## src/rtl/scan_seq_pkg.sv

```systemverilog
// Shared types and constants for the scan test sequencer: FSM state encoding
// and the default MISR feedback polynomial.
package scan_seq_pkg;

   typedef enum logic [2:0] {
      IDLE,
      FETCH,
      SHIFT,
      CAPTURE,
      FLUSH,
      DONE
   } state_t;

   localparam logic [15:0] SIG_POLY_DEFAULT = 16'h8016;

endpackage

```

## src/rtl/scan_misr.sv

```systemverilog
// Serial-input signature register: one response bit per enabled cycle is folded
// into an SIG_W-bit LFSR using SIG_POLY as the feedback taps.
module scan_misr
#(
   parameter int               SIG_W    = 16,
   parameter logic [SIG_W-1:0] SIG_POLY = 16'h8016
) (
   input  logic             i_ck,
   input  logic             i_reset_n,
   input  logic             i_clear,
   input  logic             i_en,
   input  logic             i_data,
   output logic [SIG_W-1:0] o_sig
);

   logic [SIG_W-1:0] r_sig;
   logic [SIG_W-1:0] w_sig_next;

   // Shift left, fold the outgoing MSB back through the taps, inject data at bit 0.
   assign w_sig_next = (r_sig << 1)
                     ^ (r_sig[SIG_W-1] ? SIG_POLY : {SIG_W{1'b0}})
                     ^ {{(SIG_W-1){1'b0}}, i_data};

   always_ff @(posedge i_ck or negedge i_reset_n) begin
      if (!i_reset_n) begin
         r_sig <= '0;
      end else if (i_clear) begin
         r_sig <= '0;
      end else if (i_en) begin
         r_sig <= w_sig_next;
      end
   end

   assign o_sig = r_sig;

endmodule

```

## src/rtl/scan_test_sequencer.sv

```systemverilog
// Scan test sequencer: loads patterns into a scan chain, captures, and unloads/compares
// responses with load N+1 overlapping unload N. Optional MISR enabled by SCAN_MISR_EN.
module scan_test_sequencer
   import scan_seq_pkg::*;
#(
   parameter int               CHAIN_LEN = 3,
   parameter int               PI_W      = 4,
   parameter int               PO_W      = 1,
   parameter int               CNT_W     = 16,
   parameter int               SIG_W     = 16,
   parameter logic [SIG_W-1:0] SIG_POLY  = SIG_W'(SIG_POLY_DEFAULT)
) (
   input  logic                 CK,
   input  logic                 reset_n,
   input  logic                 start,
   input  logic                 pat_valid,
   output logic                 pat_ready,
   input  logic [CHAIN_LEN-1:0] pat_scan,
   input  logic [PI_W-1:0]      pat_pi,
   input  logic [PO_W-1:0]      pat_po_exp,
   input  logic [CHAIN_LEN-1:0] pat_ff_exp,
   input  logic                 pat_last,
   output logic                 cut_ce,
   output logic                 cut_scan_en,
   output logic                 cut_scan_in,
   input  logic                 cut_scan_out,
   output logic [PI_W-1:0]      cut_pi,
   input  logic [PO_W-1:0]      cut_po,
   output logic                 busy,
   output logic                 done,
   output logic                 fail,
   output logic [CNT_W-1:0]     fail_count,
   output logic [CNT_W-1:0]     first_fail_idx,
   output logic [SIG_W-1:0]     misr_sig
);

   localparam int K_W = (CHAIN_LEN > 1) ? $clog2(CHAIN_LEN) : 1;

   state_t                 r_state;
   state_t                 w_state_next;
   logic [K_W-1:0]         r_k;
   logic [CHAIN_LEN-1:0]   r_sh;
   logic [PI_W-1:0]        r_pat_pi;
   logic [PO_W-1:0]        r_pat_po_exp;
   logic [CHAIN_LEN-1:0]   r_pat_ff_exp;
   logic                   r_pat_last;
   logic [CHAIN_LEN-1:0]   r_exp_sh;
   logic                   r_have_prev;
   logic                   r_pend_mis;
   logic [CNT_W-1:0]       r_idx;
   logic [CNT_W-1:0]       r_prev_idx;
   logic [PI_W-1:0]        r_pi_hold;
   logic                   r_done;
   logic                   r_fail;
   logic [CNT_W-1:0]       r_fail_count;
   logic [CNT_W-1:0]       r_first_fail;

   logic w_start_go;
   logic w_accept;
   logic w_k_last;
   logic w_cmp_bit;
   logic w_bit_mis;
   logic w_po_mis;
   logic w_pat_fail;

   assign w_start_go = (r_state == IDLE) && start;
   assign w_accept   = (r_state == FETCH) && pat_valid;
   assign w_k_last   = (r_k == K_W'(CHAIN_LEN - 1));
   // Unload compares only once a captured response sits in the chain.
   assign w_cmp_bit  = ((r_state == SHIFT) && r_have_prev) || (r_state == FLUSH);
   assign w_bit_mis  = w_cmp_bit && (cut_scan_out != r_exp_sh[CHAIN_LEN-1]);
   assign w_po_mis   = (r_state == CAPTURE) && (cut_po != r_pat_po_exp);
   assign w_pat_fail = w_cmp_bit && w_k_last && (r_pend_mis || w_bit_mis);

   always_comb begin
      w_state_next = r_state;
      unique case (r_state)
         IDLE:    if (start)     w_state_next = FETCH;
         FETCH:   if (pat_valid) w_state_next = SHIFT;
         SHIFT:   if (w_k_last)  w_state_next = CAPTURE;
         CAPTURE: w_state_next = r_pat_last ? FLUSH : FETCH;
         FLUSH:   if (w_k_last)  w_state_next = DONE;
         DONE:    w_state_next = IDLE;
         default: w_state_next = IDLE;
      endcase
   end

   always_ff @(posedge CK or negedge reset_n) begin
      if (!reset_n) begin
         r_state      <= IDLE;
         r_k          <= '0;
         r_sh         <= '0;
         r_pat_pi     <= '0;
         r_pat_po_exp <= '0;
         r_pat_ff_exp <= '0;
         r_pat_last   <= 1'b0;
      end else begin
         r_state <= w_state_next;
         if ((r_state == SHIFT) || (r_state == FLUSH)) begin
            r_k <= w_k_last ? '0 : r_k + 1'b1;
         end else begin
            r_k <= '0;
         end
         if (w_accept) begin
            r_sh         <= pat_scan;
            r_pat_pi     <= pat_pi;
            r_pat_po_exp <= pat_po_exp;
            r_pat_ff_exp <= pat_ff_exp;
            r_pat_last   <= pat_last;
         end else if (r_state == SHIFT) begin
            r_sh <= r_sh << 1;
         end
      end
   end

   // A pattern's verdict is PO at its capture plus every bit of its later unload.
   always_ff @(posedge CK or negedge reset_n) begin
      if (!reset_n) begin
         r_exp_sh     <= '0;
         r_have_prev  <= 1'b0;
         r_pend_mis   <= 1'b0;
         r_idx        <= '0;
         r_prev_idx   <= '0;
         r_pi_hold    <= '0;
         r_done       <= 1'b0;
         r_fail       <= 1'b0;
         r_fail_count <= '0;
         r_first_fail <= '0;
      end else if (w_start_go) begin
         r_have_prev  <= 1'b0;
         r_pend_mis   <= 1'b0;
         r_idx        <= '0;
         r_done       <= 1'b0;
         r_fail       <= 1'b0;
         r_fail_count <= '0;
         r_first_fail <= '0;
      end else begin
         if (r_state == CAPTURE) begin
            r_exp_sh    <= r_pat_ff_exp;
            r_pi_hold   <= r_pat_pi;
            r_pend_mis  <= w_po_mis;
            r_have_prev <= 1'b1;
            r_prev_idx  <= r_idx;
            r_idx       <= r_idx + 1'b1;
         end else if (w_cmp_bit) begin
            r_exp_sh   <= r_exp_sh << 1;
            r_pend_mis <= r_pend_mis || w_bit_mis;
         end
         if ((r_state == FLUSH) && w_k_last) begin
            r_done <= 1'b1;
         end
         if (w_pat_fail) begin
            r_fail <= 1'b1;
            if (r_fail_count != {CNT_W{1'b1}}) begin
               r_fail_count <= r_fail_count + 1'b1;
            end
            if (!r_fail) begin
               r_first_fail <= r_prev_idx;
            end
         end
      end
   end

   assign pat_ready      = (r_state == FETCH);
   assign cut_ce         = (r_state == SHIFT) || (r_state == CAPTURE) || (r_state == FLUSH);
   assign cut_scan_en    = (r_state == SHIFT) || (r_state == FLUSH);
   assign cut_scan_in    = (r_state == SHIFT) && r_sh[CHAIN_LEN-1];
   assign cut_pi         = (r_state == CAPTURE) ? r_pat_pi : r_pi_hold;
   assign busy           = (r_state != IDLE) && (r_state != DONE);
   assign done           = r_done;
   assign fail           = r_fail;
   assign fail_count     = r_fail_count;
   assign first_fail_idx = r_first_fail;

`ifdef SCAN_MISR_EN
   logic w_misr_en;
   logic w_misr_bit;

   assign w_misr_en  = w_cmp_bit || (r_state == CAPTURE);
   assign w_misr_bit = (r_state == CAPTURE) ? ^cut_po : cut_scan_out;

   scan_misr #(
      .SIG_W    (SIG_W),
      .SIG_POLY (SIG_POLY)
   ) u_misr (
      .i_ck      (CK),
      .i_reset_n (reset_n),
      .i_clear   (w_start_go),
      .i_en      (w_misr_en),
      .i_data    (w_misr_bit),
      .o_sig     (misr_sig)
   );
`else
   // No signature hardware: output held at zero (masking keeps the polynomial referenced).
   assign misr_sig = SIG_POLY & {SIG_W{1'b0}};
`endif

endmodule
```

## config.mk

```make
export PLATFORM = sky130hd
export DESIGN_NAME = scan_test_sequencer
export DESIGN_NICKNAME = d
export VERILOG_FILES = /design/src/rtl/scan_seq_pkg.sv /design/src/rtl/scan_misr.sv /design/src/rtl/scan_test_sequencer.sv
export SDC_FILE = /design/constraint.sdc
export NUM_CORES = 1
export LEC_CHECK = 0
export ABC_AREA = 0
export BUFFER_PORTS_ARGS = -buffer_cell sky130_fd_sc_hd__buf_2
export CAP_MARGIN = 40
export CORE_ASPECT_RATIO = 1.25
export CORE_MARGIN = 2
export CORE_UTILIZATION = 35
export DETAILED_ROUTE_END_ITERATION = 10
export PLACE_DENSITY = 0.65
export REMOVE_ABC_BUFFERS = 1
export SETUP_SLACK_MARGIN = 0.2
export SLEW_MARGIN = 10
export SYNTH_ARGS = -nofsm -noshare
export SYNTH_HDL_FRONTEND = slang
export SYNTH_SLANG_ARGS = --single-unit
```

## constraint.sdc

```tcl
create_clock -name CK -period 5.4 [get_ports CK]
set_input_delay 0.54 -clock CK [delete_from_list [all_inputs] [get_ports CK]]
set_output_delay 0.54 -clock CK [all_outputs]
set_load 0.02 [all_outputs]
```

==> results.txt, run 1 <==
----------------------------------------------------
[Run status]
  Status ... complete, no violations

[Floorplan]
  Die Height ... 127 um
  Std-Cell Core Area ... 11,700 um2
  Width of the die ... 102 um
  FP Rows ... 44
  Floorplan die area ... 13,000 um2
  I/O pin total ... 77
  Initial standard-cell utilization of the core ... 36.2%

[Power and ir drop]
  Power density over the cells ... 421 nW/um2
  Largest voltage drop on the vdd net ... 0.241 mV
  Total leakage power ... 2.50 nW
  Total Power ... 2.08 mW

[Cells and area]
  Area growth syn-to-layout ... 16.9%
  ANT cells ... 0
  Utilization after layout ... 42.3%
  Layout cell share with drive strength beyond 1 ... 18.2%
  Number of nets in the final layout ... 528

[STA]
  Setup TNS ... 0 ns
  Fin. Hold Viols ... 0
  Shortest period the worst path allows ... 2.54 ns
  Clock skew ... 0.00524 ns
  Setup repair after global routing missed its margin ... no
  Count of final setup violators ... 0
  Worst slew margin relative to its limit ... 44.7%
  Peak clock frequency supported by timing ... 394 MHz
  Final Max Tran Viols ... 0
  Measured slew at the worst slew-check pin ... 0.828 ns
  Worst hold slack ... 0.153 ns
  Fin crit share ... 47.0%

[Logic synthesis]
  Top_reg_cell synth ... sky130_fd_sc_hd__dfrtp_1
  Portion of the post-synthesis area used by sequential elements ... 54.6%
  Biggest area contributors in the synthesized netlist ... sky130_fd_sc_hd__dfrtp_1 (55%), sky130_fd_sc_hd__nand2_1 (11%), sky130_fd_sc_hd__o21ai_0 (4.0%)
  Number of enable flip-flop cells after synthesis ... 0
  Fraction of synthesized cell area taken by the top area cell type ... 54.6%
  Dominant cell by count in the synthesized netlist ... sky130_fd_sc_hd__nand2_1
  Number of synthesized register bits ... 92
  Share of async-settable or async-resettable flops after synthesis ... 100%
  Cell area after synthesis ... 4220 um2
  Most used standard cells in the synthesized netlist ... sky130_fd_sc_hd__nand2_1 (129), sky130_fd_sc_hd__dfrtp_1 (92), sky130_fd_sc_hd__o21ai_0 (34), sky130_fd_sc_hd__nor2_1 (29), sky130_fd_sc_hd__a21oi_1 (17)
  Mean instance size in the synthesized netlist ... 9.30 um2
  Synth Warn # ... 0
  Cell type contributing the most total cell area after synthesis ... sky130_fd_sc_hd__dfrtp_1
  Number of instances in the synthesized netlist ... 454
  Count of unique library cells instantiated by Yosys ... 41

[GRT]
  Overflow left after global routing ... 0
  Global routing usage summed across all routing layers ... 14.5%
  GR Util met3 ... 2.70%
  GR Layer Usage met2 ... 22.9%
  Number of antenna violations at the first check in global routing ... 0
  Pin count of the biggest net entering global routing ... 57
  Wire length of the first global-routing pass ... 14,700 um
  Vias in the first global route ... 3,082
  Global route hottest layer ... met2
  GR Layer Usage met1 ... 18.9%

[Worst setup path]
  Type of destination of the critical path ... primary output
  Launch point of the critical path ... r_state[0]
  Number of buffers and inverters on the critical path ... 1
  Worst path arrival time ... 2.00 ns
  Count of cells along the worst register-to-register path ... 5
  Source of the worst register-to-register timing path ... r_state[2]
  Slowest CP cell ... sky130_fd_sc_hd__dfrtp_1
  Maximum cell stage delay along the critical path ... 0.61 ns
  CP most frequent cell ... sky130_fd_sc_hd__nand2_1
  Startpoint type of the worst setup path ... flip-flop
  Worst endpoint required time ... 4.86 ns
  Maximum fanout along the worst path ... 29
  Cell-by-cell trace of the critical path ... nand2_1, or2_2, nand2_1, nand2_1, buf_2
  Delay-heaviest family, CP ... simple AND/OR/NAND/NOR gates
  Category of the most critical setup path ... reg -> out
  CP Depth ... 5

[Clocking]
  Post-CTS Repair Setup Buffers ... 0
  Clock-pin transition on the worst setup and hold timing paths ... 0.06 ns
  Sinks on the clock net ... 92
  Buffers from clock root to sink, at most ... 2
  Clock latency at the later pin of the worst-skew pair ... 0.34 ns
  Root Buffer ... sky130_fd_sc_hd__clkbuf_16
  Number of hold buffers added after cts ... 0
  CTS HTree Levels ... 3
  TritonCTS clock tree ... built
  Num CTS Buffers ... 9
  Cts repair resizes ... 0

[Placed design]
  Total half-perimeter wirelength after legalization and detailed placement ... 5980 um
  Number of buffers inserted by port buffering ... 60
  Weighted congestion at the end of routability-driven global placement ... 0.826

[Route]
  Pre-Repair DR Iteration Count ... 4
  Number of vias per cell after detailed routing ... 4.75
  DRC ... 0
  Drt wl/cell ... 13.1 um
  Antenna Violating Nets Remaining ... 0
  Routed Wire Length ... 8800 um
  Vias after detailed routing ... 3,194
  Starting DRT DRC Count ... 202

[Worst hold path]
  Worst hold path type ... in -> async

[Run]
  Number of maximum-capacitance constraint violations ... 0

----------------------------------------------------
-- path summary, 6_finish.rpt --
path	end	slack (ns)
max	cut_pi[1]	2.86
min in group CK	r_pat_last	0.41
max in group asynchronous	fail_count[6]	4.17
min	first_fail_idx[9]	0.15
max reg2reg	fail_count[11]	3.02
min reg2reg	r_k[0]	0.45
-- power breakdown --
part	internal, mW	switching, mW	leakage (nW)
Combinational	0.181	0.317	1.10
Clock	0.427	0.259	0.158
Sequential	0.802	0.0912	1.24
Total	1.41	0.668	2.50
-- cells in the final DEF (no fill, tap or decap), types with 8 or more instances in the layout --
master and n:
sky130_fd_sc_hd__a21oi_1 17, sky130_fd_sc_hd__buf_2 59, sky130_fd_sc_hd__clkbuf_16 9, sky130_fd_sc_hd__conb_1 16, sky130_fd_sc_hd__dfrtp_1 92, sky130_fd_sc_hd__inv_1 8
sky130_fd_sc_hd__mux2_2 8, sky130_fd_sc_hd__nand2_1 129, sky130_fd_sc_hd__nand3_1 11, sky130_fd_sc_hd__nor2_1 29, sky130_fd_sc_hd__nor3_1 8, sky130_fd_sc_hd__o21ai_0 34
sky130_fd_sc_hd__or3_1 9, sky130_fd_sc_hd__xor2_1 11
-- through the flow --
step / instances / instance area (um2) / setup slack [ns]
floorplan: 433 / 4060 / 2.51
global placement: 657 / 4590 / 3.05
detailed placement: 658 / 4610 / 3.00
CTS: 673 / 4930 / 2.82
global route: 673 / 4930 / 2.66
finish: 673 / 4930 / 2.86
-- area by class of cell --
cell class	instances	area (um2)
multi-input combinational	333	1740
sequential	92	2300
tap	161	201
timing repair buffer	64	340
inverter	8	30.0
fill	1173	6740
clock buffer	11	253
clock inverter	4	72.6
-- logic make-up after synthesis --
kind of cell | Yosys count | synth area share, %
compound gates | 68 | 9.13
xor+xnor | 17 | 3.53
fa+ha+maj | 2 | 0.593
buf+inv | 44 | 5.78
flops | 92 | 54.6
mux | 13 | 3.32
other cells | 1 | 0.0889
simple gates | 217 | 23.0
-- per-layer routing --
layer  up-vias  part of all wire (%)  wire length [um]
met3         6                   3.5               308
met5         -                     0                 0
met4         0                   1.3               111
li1       1586                     -                 -
met1      1538                    45              3960
met2        64                    50              4420
-- flip-flops by register name, indices dropped and copies added, names as in the netlist, 2 cells and up --
name / flops
fail_count: 16
first_fail_idx: 16
r_exp_sh: 3
r_idx: 16
r_k: 2
r_pat_ff_exp: 3
r_pat_pi: 4
r_pi_hold: 4
r_prev_idx: 16
r_sh: 3
r_state: 3
Note: power is estimated with default switching activity, not from simulation.
==> inputs of run 2 (changes only) <==
--- a/config.mk
+++ b/config.mk
@@ -5,7 +5,7 @@
 export SDC_FILE = /design/constraint.sdc
 export NUM_CORES = 1
 export LEC_CHECK = 0
-export ABC_AREA = 0
+export ABC_AREA = 1
 export BUFFER_PORTS_ARGS = -buffer_cell sky130_fd_sc_hd__buf_2
 export CAP_MARGIN = 40
 export CORE_ASPECT_RATIO = 1.25
==> constraint.sdc (replaced) <==
create_clock -name CK -period 2.4 [get_ports CK]
set_input_delay 0.24 -clock CK [delete_from_list [all_inputs] [get_ports CK]]
set_output_delay 0.24 -clock CK [all_outputs]
set_load 0.02 [all_outputs]
==> run 2 against run 1 <==
Compared with the run above:
- die area rose by 9.9%
- hold slack got worse by 0.056 ns
- via count rose by 24%
- critical path type unchanged
==> results.txt, run 2 <==
----------------------------------------------------
[Route]
  Routed Wire Length ... 10,200 um
  DRC ... 0
  Number of vias per cell after detailed routing ... 4.78
  Drt wl/cell ... 12.3 um
  Pre-Repair DR Iteration Count ... 4
  Starting DRT DRC Count ... 130
  Vias after detailed routing ... 3,963
  Antenna Violating Nets Remaining ... 0

[Logic synthesis]
  Mean instance size in the synthesized netlist ... 7.93 um2
  Number of enable flip-flop cells after synthesis ... 0
  Cell type contributing the most total cell area after synthesis ... sky130_fd_sc_hd__dfrtp_1
  Dominant cell by count in the synthesized netlist ... sky130_fd_sc_hd__nand2_1
  Biggest area contributors in the synthesized netlist ... sky130_fd_sc_hd__dfrtp_1 (49%), sky130_fd_sc_hd__nand2_1 (16%), sky130_fd_sc_hd__nand3_1 (6.1%)
  Most used standard cells in the synthesized netlist ... sky130_fd_sc_hd__nand2_1 (197), sky130_fd_sc_hd__dfrtp_1 (92), sky130_fd_sc_hd__nand3_1 (57), sky130_fd_sc_hd__inv_1 (56), sky130_fd_sc_hd__nor2_1 (43)
  Portion of the post-synthesis area used by sequential elements ... 49.5%
  Count of unique library cells instantiated by Yosys ... 35
  Number of instances in the synthesized netlist ... 587
  Number of synthesized register bits ... 92
  Synth Warn # ... 0
  Share of async-settable or async-resettable flops after synthesis ... 100%
  Top_reg_cell synth ... sky130_fd_sc_hd__dfrtp_1
  Cell area after synthesis ... 4650 um2
  Fraction of synthesized cell area taken by the top area cell type ... 49.5%

[Worst setup path]
  Worst endpoint required time ... 2.16 ns
  Slowest CP cell ... sky130_fd_sc_hd__dfrtp_1
  Maximum cell stage delay along the critical path ... 0.45 ns
  Cell-by-cell trace of the critical path ... inv_2, nand3_4, clkinvlp_4, buf_4, nand2_1, nand2_1, buf_2
  Startpoint type of the worst setup path ... flip-flop
  CP most frequent cell ... sky130_fd_sc_hd__nand2_1
  Category of the most critical setup path ... reg -> out
  Maximum fanout along the worst path ... 12
  Type of destination of the critical path ... primary output
  Worst path arrival time ... 1.72 ns

[STA]
  Clock skew ... 0.0132 ns
  Worst slew margin relative to its limit ... 60.9%
  Fin. Hold Viols ... 0
  Setup repair after global routing missed its margin ... no
  Fin crit share ... 81.7%
  Setup TNS ... 0 ns
  Measured slew at the worst slew-check pin ... 0.587 ns
  Peak clock frequency supported by timing ... 510 MHz
  Final Max Tran Viols ... 0
  Shortest period the worst path allows ... 1.96 ns
  Count of final setup violators ... 0

[GRT]
  Vias in the first global route ... 3,795
  Pin count of the biggest net entering global routing ... 45
  Wire length of the first global-routing pass ... 17,600 um
  Global routing usage summed across all routing layers ... 15.4%
  Overflow left after global routing ... 0
  Number of antenna violations at the first check in global routing ... 0

[Clocking]
  Root Buffer ... sky130_fd_sc_hd__clkbuf_16
  Clock latency at the later pin of the worst-skew pair ... 0.35 ns
  TritonCTS clock tree ... built
  Sinks on the clock net ... 92
  Buffers from clock root to sink, at most ... 2
  Num CTS Buffers ... 9
  CTS HTree Levels ... 3
  Clock-pin transition on the worst setup and hold timing paths ... 0.06 ns

[Cells and area]
  Area of all sequential standard cells ... 2300 um2
  Area growth syn-to-layout ... 16.9%
  Layout filler cell count ... 1,314
  Most common cell after layout, fill and taps aside ... sky130_fd_sc_hd__nand2_1
  Layout cell share with drive strength beyond 1 ... 16.9%
  Utilization after layout ... 41.5%
  Multi-input gate area ... 1950 um2
  Most used cells in the layout excluding fill and tap cells ... sky130_fd_sc_hd__nand2_1 (197), sky130_fd_sc_hd__dfrtp_1 (92), sky130_fd_sc_hd__buf_2 (59)
  Number of nets in the final layout ... 674
  ANT cells ... 0

[Floorplan]
  Width of the die ... 107 um
  Initial standard-cell utilization of the core ... 35.5%
  FP Rows ... 47
  I/O pin total ... 77
  Floorplan die area ... 14,200 um2
  Die Height ... 133 um
  Std-Cell Core Area ... 13,100 um2

[Run status]
  Status ... complete, no violations

[Power and ir drop]
  Power density over the cells ... 906 nW/um2
  Total leakage power ... 2.93 nW
  Largest voltage drop on the vdd net ... 0.536 mV

[Placed design]
  Total half-perimeter wirelength after legalization and detailed placement ... 7590 um
  Number of buffers inserted by port buffering ... 60
  Weighted congestion at the end of routability-driven global placement ... 0.857

[Run]
  Number of maximum-capacitance constraint violations ... 0

[Worst hold path]
  Worst hold path type ... in -> reg

----------------------------------------------------
==> run 2: path summary, 6_finish.rpt <==
check,from,end,slack (ns),cells past startpoint
max,r_state[2],cut_pi[0],0.44,7
min,pat_pi[1],r_pat_pi[1],0.1,3
max reg2reg,fail_count[0],fail_count[10],0.61,8
min reg2reg,r_k[0],r_k[0],0.44,1
max in group asynchronous,reset_n,r_idx[12],1.29,3
min in group asynchronous,reset_n,first_fail_idx[12],0.44,2
==> run 2: layer usage <==
layer	vias up	track usage, %	part of all wire (%)
met4	0	4.98	1.8
met5	-	0	0
met1	1859	19.3	44
met3	15	3.94	4.8
li1	1989	-	-
met2	100	25.7	50
==> run 2: cells by family (layout without fill, tap and decap cells) <==
logic type               after synthesis  count (layout)  share of synthesized area, %
AND/OR/NAND/NOR                      347             347                          33.6
flip-flops                            92              92                          49.5
buffers and inverters                 91             147                          9.73
AO/OA/AOI/OAI                         51              51                          6.02
XOR/XNOR                               3               3                         0.565
adder cells (fa/ha/maj)                2               2                         0.538
other                                  1              16                        0.0806
==> run 2: metrics by stage <==
| stage | cell area (um2) | worst slack (ns) | hold WS (ns) | power, mW | cells |
|---|---|---|---|---|---|
| floorplan | 4490 | 0.482 | -0.0556 | 2.97 | 571 |
| global placement | 5100 | 0.547 | 0.272 | 3.41 | 812 |
| detailed placement | 5100 | 0.509 | 0.281 | 3.46 | 812 |
| CTS | 5430 | 0.250 | 0.0894 | 4.98 | 828 |
| global route | 5440 | 0.308 | 0.102 | 5.25 | 829 |
| finish | 5440 | 0.438 | 0.0972 | 4.93 | 829 |
==> run 2: power breakdown <==
group / total, mW / internal (mW) / switching, mW
clock network: 1.50 / 0.908 / 0.590
registers: 2.02 / 1.83 / 0.197
logic: 1.41 / 0.435 / 0.973
==> run 2: final cells by class <==
type,count,share of cell area [%]
well taps,171,3.93
repair buffers,72,7.73
clock buffers,9,4.14
clock inverters,6,1.63
inverters,60,4.30
multi-input cells,419,35.9
flip-flops and latches,92,42.3
==> run 2: worst max-delay path, delay by kind of cell (launching register included) <==
family / cells / cell delay [ns]
flops: 1 / 0.45
buf+inv: 4 / 0.61
simple gates: 3 / 0.32
==> run 2: timing repair <==
| item | CTS | global route |
|---|---|---|
| buffers inserted | 0 | 1 |
| gates resized for setup | 1 | 0 |
| setup endpoints to repair | 4 | 4 |
| endpoints found under the hold margin | 41 | 0 |
| hold buffers | 1 | 0 |
| gates cloned | 0 | 0 |
==> inputs of run 3 (changes only) <==
==> constraint.sdc (replaced) <==
create_clock -name CK -period 1.9 [get_ports CK]
set_input_delay 0.19 -clock CK [delete_from_list [all_inputs] [get_ports CK]]
set_output_delay 0.19 -clock CK [all_outputs]
set_load 0.02 [all_outputs]
==> run 3 against run 2 <==
Compared with the run above:
- non-clock buffer count rose by 25
- first-iteration DRC count up 82%
- via count rose by 4.0%
- sequential power increased by 26%
- final cell count up 3.5%
- register-to-register slack worse by 0.34 ns
- sequential cell count unchanged
- total power increased by 31%
- critical path type unchanged
- highest routed layer unchanged
==> results.txt, run 3 (same netlist as run 2, synthesis figures left out) <==
----------------------------------------------------
[STA]
  Fin crit share ... 90.0%
  Count of final setup violators ... 0
  Setup repair after global routing missed its margin ... yes
  Final Max Tran Viols ... 0
  Peak clock frequency supported by timing ... 585 MHz
  Shortest period the worst path allows ... 1.71 ns
  Fin. Hold Viols ... 0
  Clock skew ... 0.0140 ns
  Worst path setup slack after routing ... 0.190 ns

[Clocking]
  CTS HTree Levels ... 3
  Num CTS Buffers ... 9
  TritonCTS clock tree ... built
  Sinks on the clock net ... 92
  Buffers from clock root to sink, at most ... 2
  Clock latency at the later pin of the worst-skew pair ... 0.34 ns
  Clock-pin transition on the worst setup and hold timing paths ... 0.07 ns
  Root Buffer ... sky130_fd_sc_hd__clkbuf_16

[GRT]
  Pin count of the biggest net entering global routing ... 56
  Number of antenna violations at the first check in global routing ... 0
  Vias in the first global route ... 3,908
  Global routing usage summed across all routing layers ... 16.5%
  Wire length of the first global-routing pass ... 18,800 um
  Overflow left after global routing ... 0

[Worst setup path]
  Worst endpoint required time ... 1.71 ns
  Type of destination of the critical path ... primary output
  Maximum fanout along the worst path ... 5
  Launch point of the critical path ... r_state[0]
  Startpoint type of the worst setup path ... flip-flop
  Source of the worst register-to-register timing path ... r_state[0]
  Worst path arrival time ... 1.52 ns
  Count of cells along the worst register-to-register path ... 10
  R2r endpoint ... first_fail_idx[9]
  Register-to-register setup slack ... 0.27 ns
  Category of the most critical setup path ... reg -> out

[Floorplan]
  Std-Cell Core Area ... 13,100 um2
  Die Height ... 133 um
  Floorplan die area ... 14,200 um2
  FP Rows ... 47
  Initial standard-cell utilization of the core ... 35.5%
  I/O pin total ... 77
  Width of the die ... 107 um

[Power and ir drop]
  Share of total power in the clock network ... 26.6%
  Total leakage power ... 3.08 nW
  Portion of total power attributed to combinational logic ... 34.0%
  Power density over the cells ... 1110 nW/um2
  Switching portion of total power ... 36.7%
  Reported net switching power ... 2.37 mW
  Register share of total power ... 39.4%
  Internal power summed over all cells ... 4.09 mW
  Largest voltage drop on the vdd net ... 0.677 mV

[Cells and area]
  Number of nets in the final layout ... 702
  ANT cells ... 0
  Area growth syn-to-layout ... 24.5%
  Most used cells in the layout excluding fill and tap cells ... sky130_fd_sc_hd__nand2_1 (185), sky130_fd_sc_hd__dfrtp_1 (87), sky130_fd_sc_hd__nand3_1 (56), sky130_fd_sc_hd__buf_2 (56), sky130_fd_sc_hd__inv_1 (54)
  Utilization after layout ... 44.2%
  Layout cell share with drive strength beyond 1 ... 23.9%
  Non-filler cells, final ... 858
  Most common cell after layout, fill and taps aside ... sky130_fd_sc_hd__nand2_1

[Run]
  Number of maximum-capacitance constraint violations ... 0

[Placed design]
  Number of buffers inserted by port buffering ... 60
  Number of placed cells counting well taps ... 817
  Setup Slack @ Placement ... 0.0979 ns
  Weighted congestion at the end of routability-driven global placement ... 0.961
  Total half-perimeter wirelength after legalization and detailed placement ... 7720 um

[Worst hold path]
  Number of stages on the worst hold path ... 3
  Worst hold path type ... in -> reg
  Worst Hold Endpoint ... r_pat_pi[2]
  Worst hold start ... pat_pi[2]

[Route]
  Vias after detailed routing ... 4,120
  Starting DRT DRC Count ... 237
  Antenna Violating Nets Remaining ... 0
  Routed Wire Length ... 11,300 um
  DRC ... 0
  Drt wl/cell ... 13.2 um
  Number of vias per cell after detailed routing ... 4.80
  Pre-Repair DR Iteration Count ... 6

[Run status]
  Status ... complete, no violations

----------------------------------------------------
[run 3: worst max-delay path by stage]
stage / slack (ns) / cells after the start / end
floorplan: -0.02 / 9 / r_idx[13]
finish: 0.19 / 5 / cut_ce
detailed placement: 0.1 / 8 / fail_count[14]
global route: 0.17 / 5 / cut_ce
CTS: 0.20 / 6 / cut_pi[2]
global placement: 0.18 / 8 / fail_count[11]
[run 3: cell type report]
class,count,area (um2)
fillers,1288,7320
flip-flops and latches,92,2310
multi-input cells,421,2070
repair buffers,97,659
clock buffers,12,256
inverters,60,244
well taps,171,214
clock inverters,4,33.8
repair inverters,1,11.3
[run 3: routing by layer]
layer,share of wire (%),track usage [%],vias to the layer above
met5,0,0,-
met4,2.2,6.93,0
met3,5.3,3.35,22
met2,50,27.3,120
met1,42,20.9,1923
li1,-,-,2055
[run 3: critical path: stages (launching register included)]
cell	delay, ns
sky130_fd_sc_hd__dfrtp_2	0.45
sky130_fd_sc_hd__nor2_4	0.16
sky130_fd_sc_hd__nand2_4	0.10
sky130_fd_sc_hd__buf_4	0.15
sky130_fd_sc_hd__o21ai_0	0.11
sky130_fd_sc_hd__buf_2	0.22
[run 3: what timing repair did]
action	in CTS	in global routing
gates cloned	3	0
hold buffers	1	0
setup endpoints to repair	37	54
setup buffers	10	11
pin swaps	5	10
resized for setup	14	33
endpoints found under the hold margin	37	0
[run 3: power groups by stage]
stage,logic (mW),clock network (mW),registers (mW)
CTS,2.00,1.77,2.53
detailed placement,1.81,0,2.57
finish,2.20,1.72,2.54
floorplan,1.20,0,2.55
global placement,1.76,0,2.56
global route,2.43,1.84,2.58
[run 3: stage by stage]
step | power, mW | area, um2 | hold slack (ns) | TNS, ns
global placement | 4.32 | 5130 | 0.186 | 0
global route | 6.85 | 5800 | 0.0530 | 0
detailed placement | 4.38 | 5130 | 0.194 | 0
floorplan | 3.75 | 4490 | -0.106 | -0.0183
finish | 6.46 | 5800 | 0.0443 | 0
CTS | 6.30 | 5590 | 0.0336 | 0
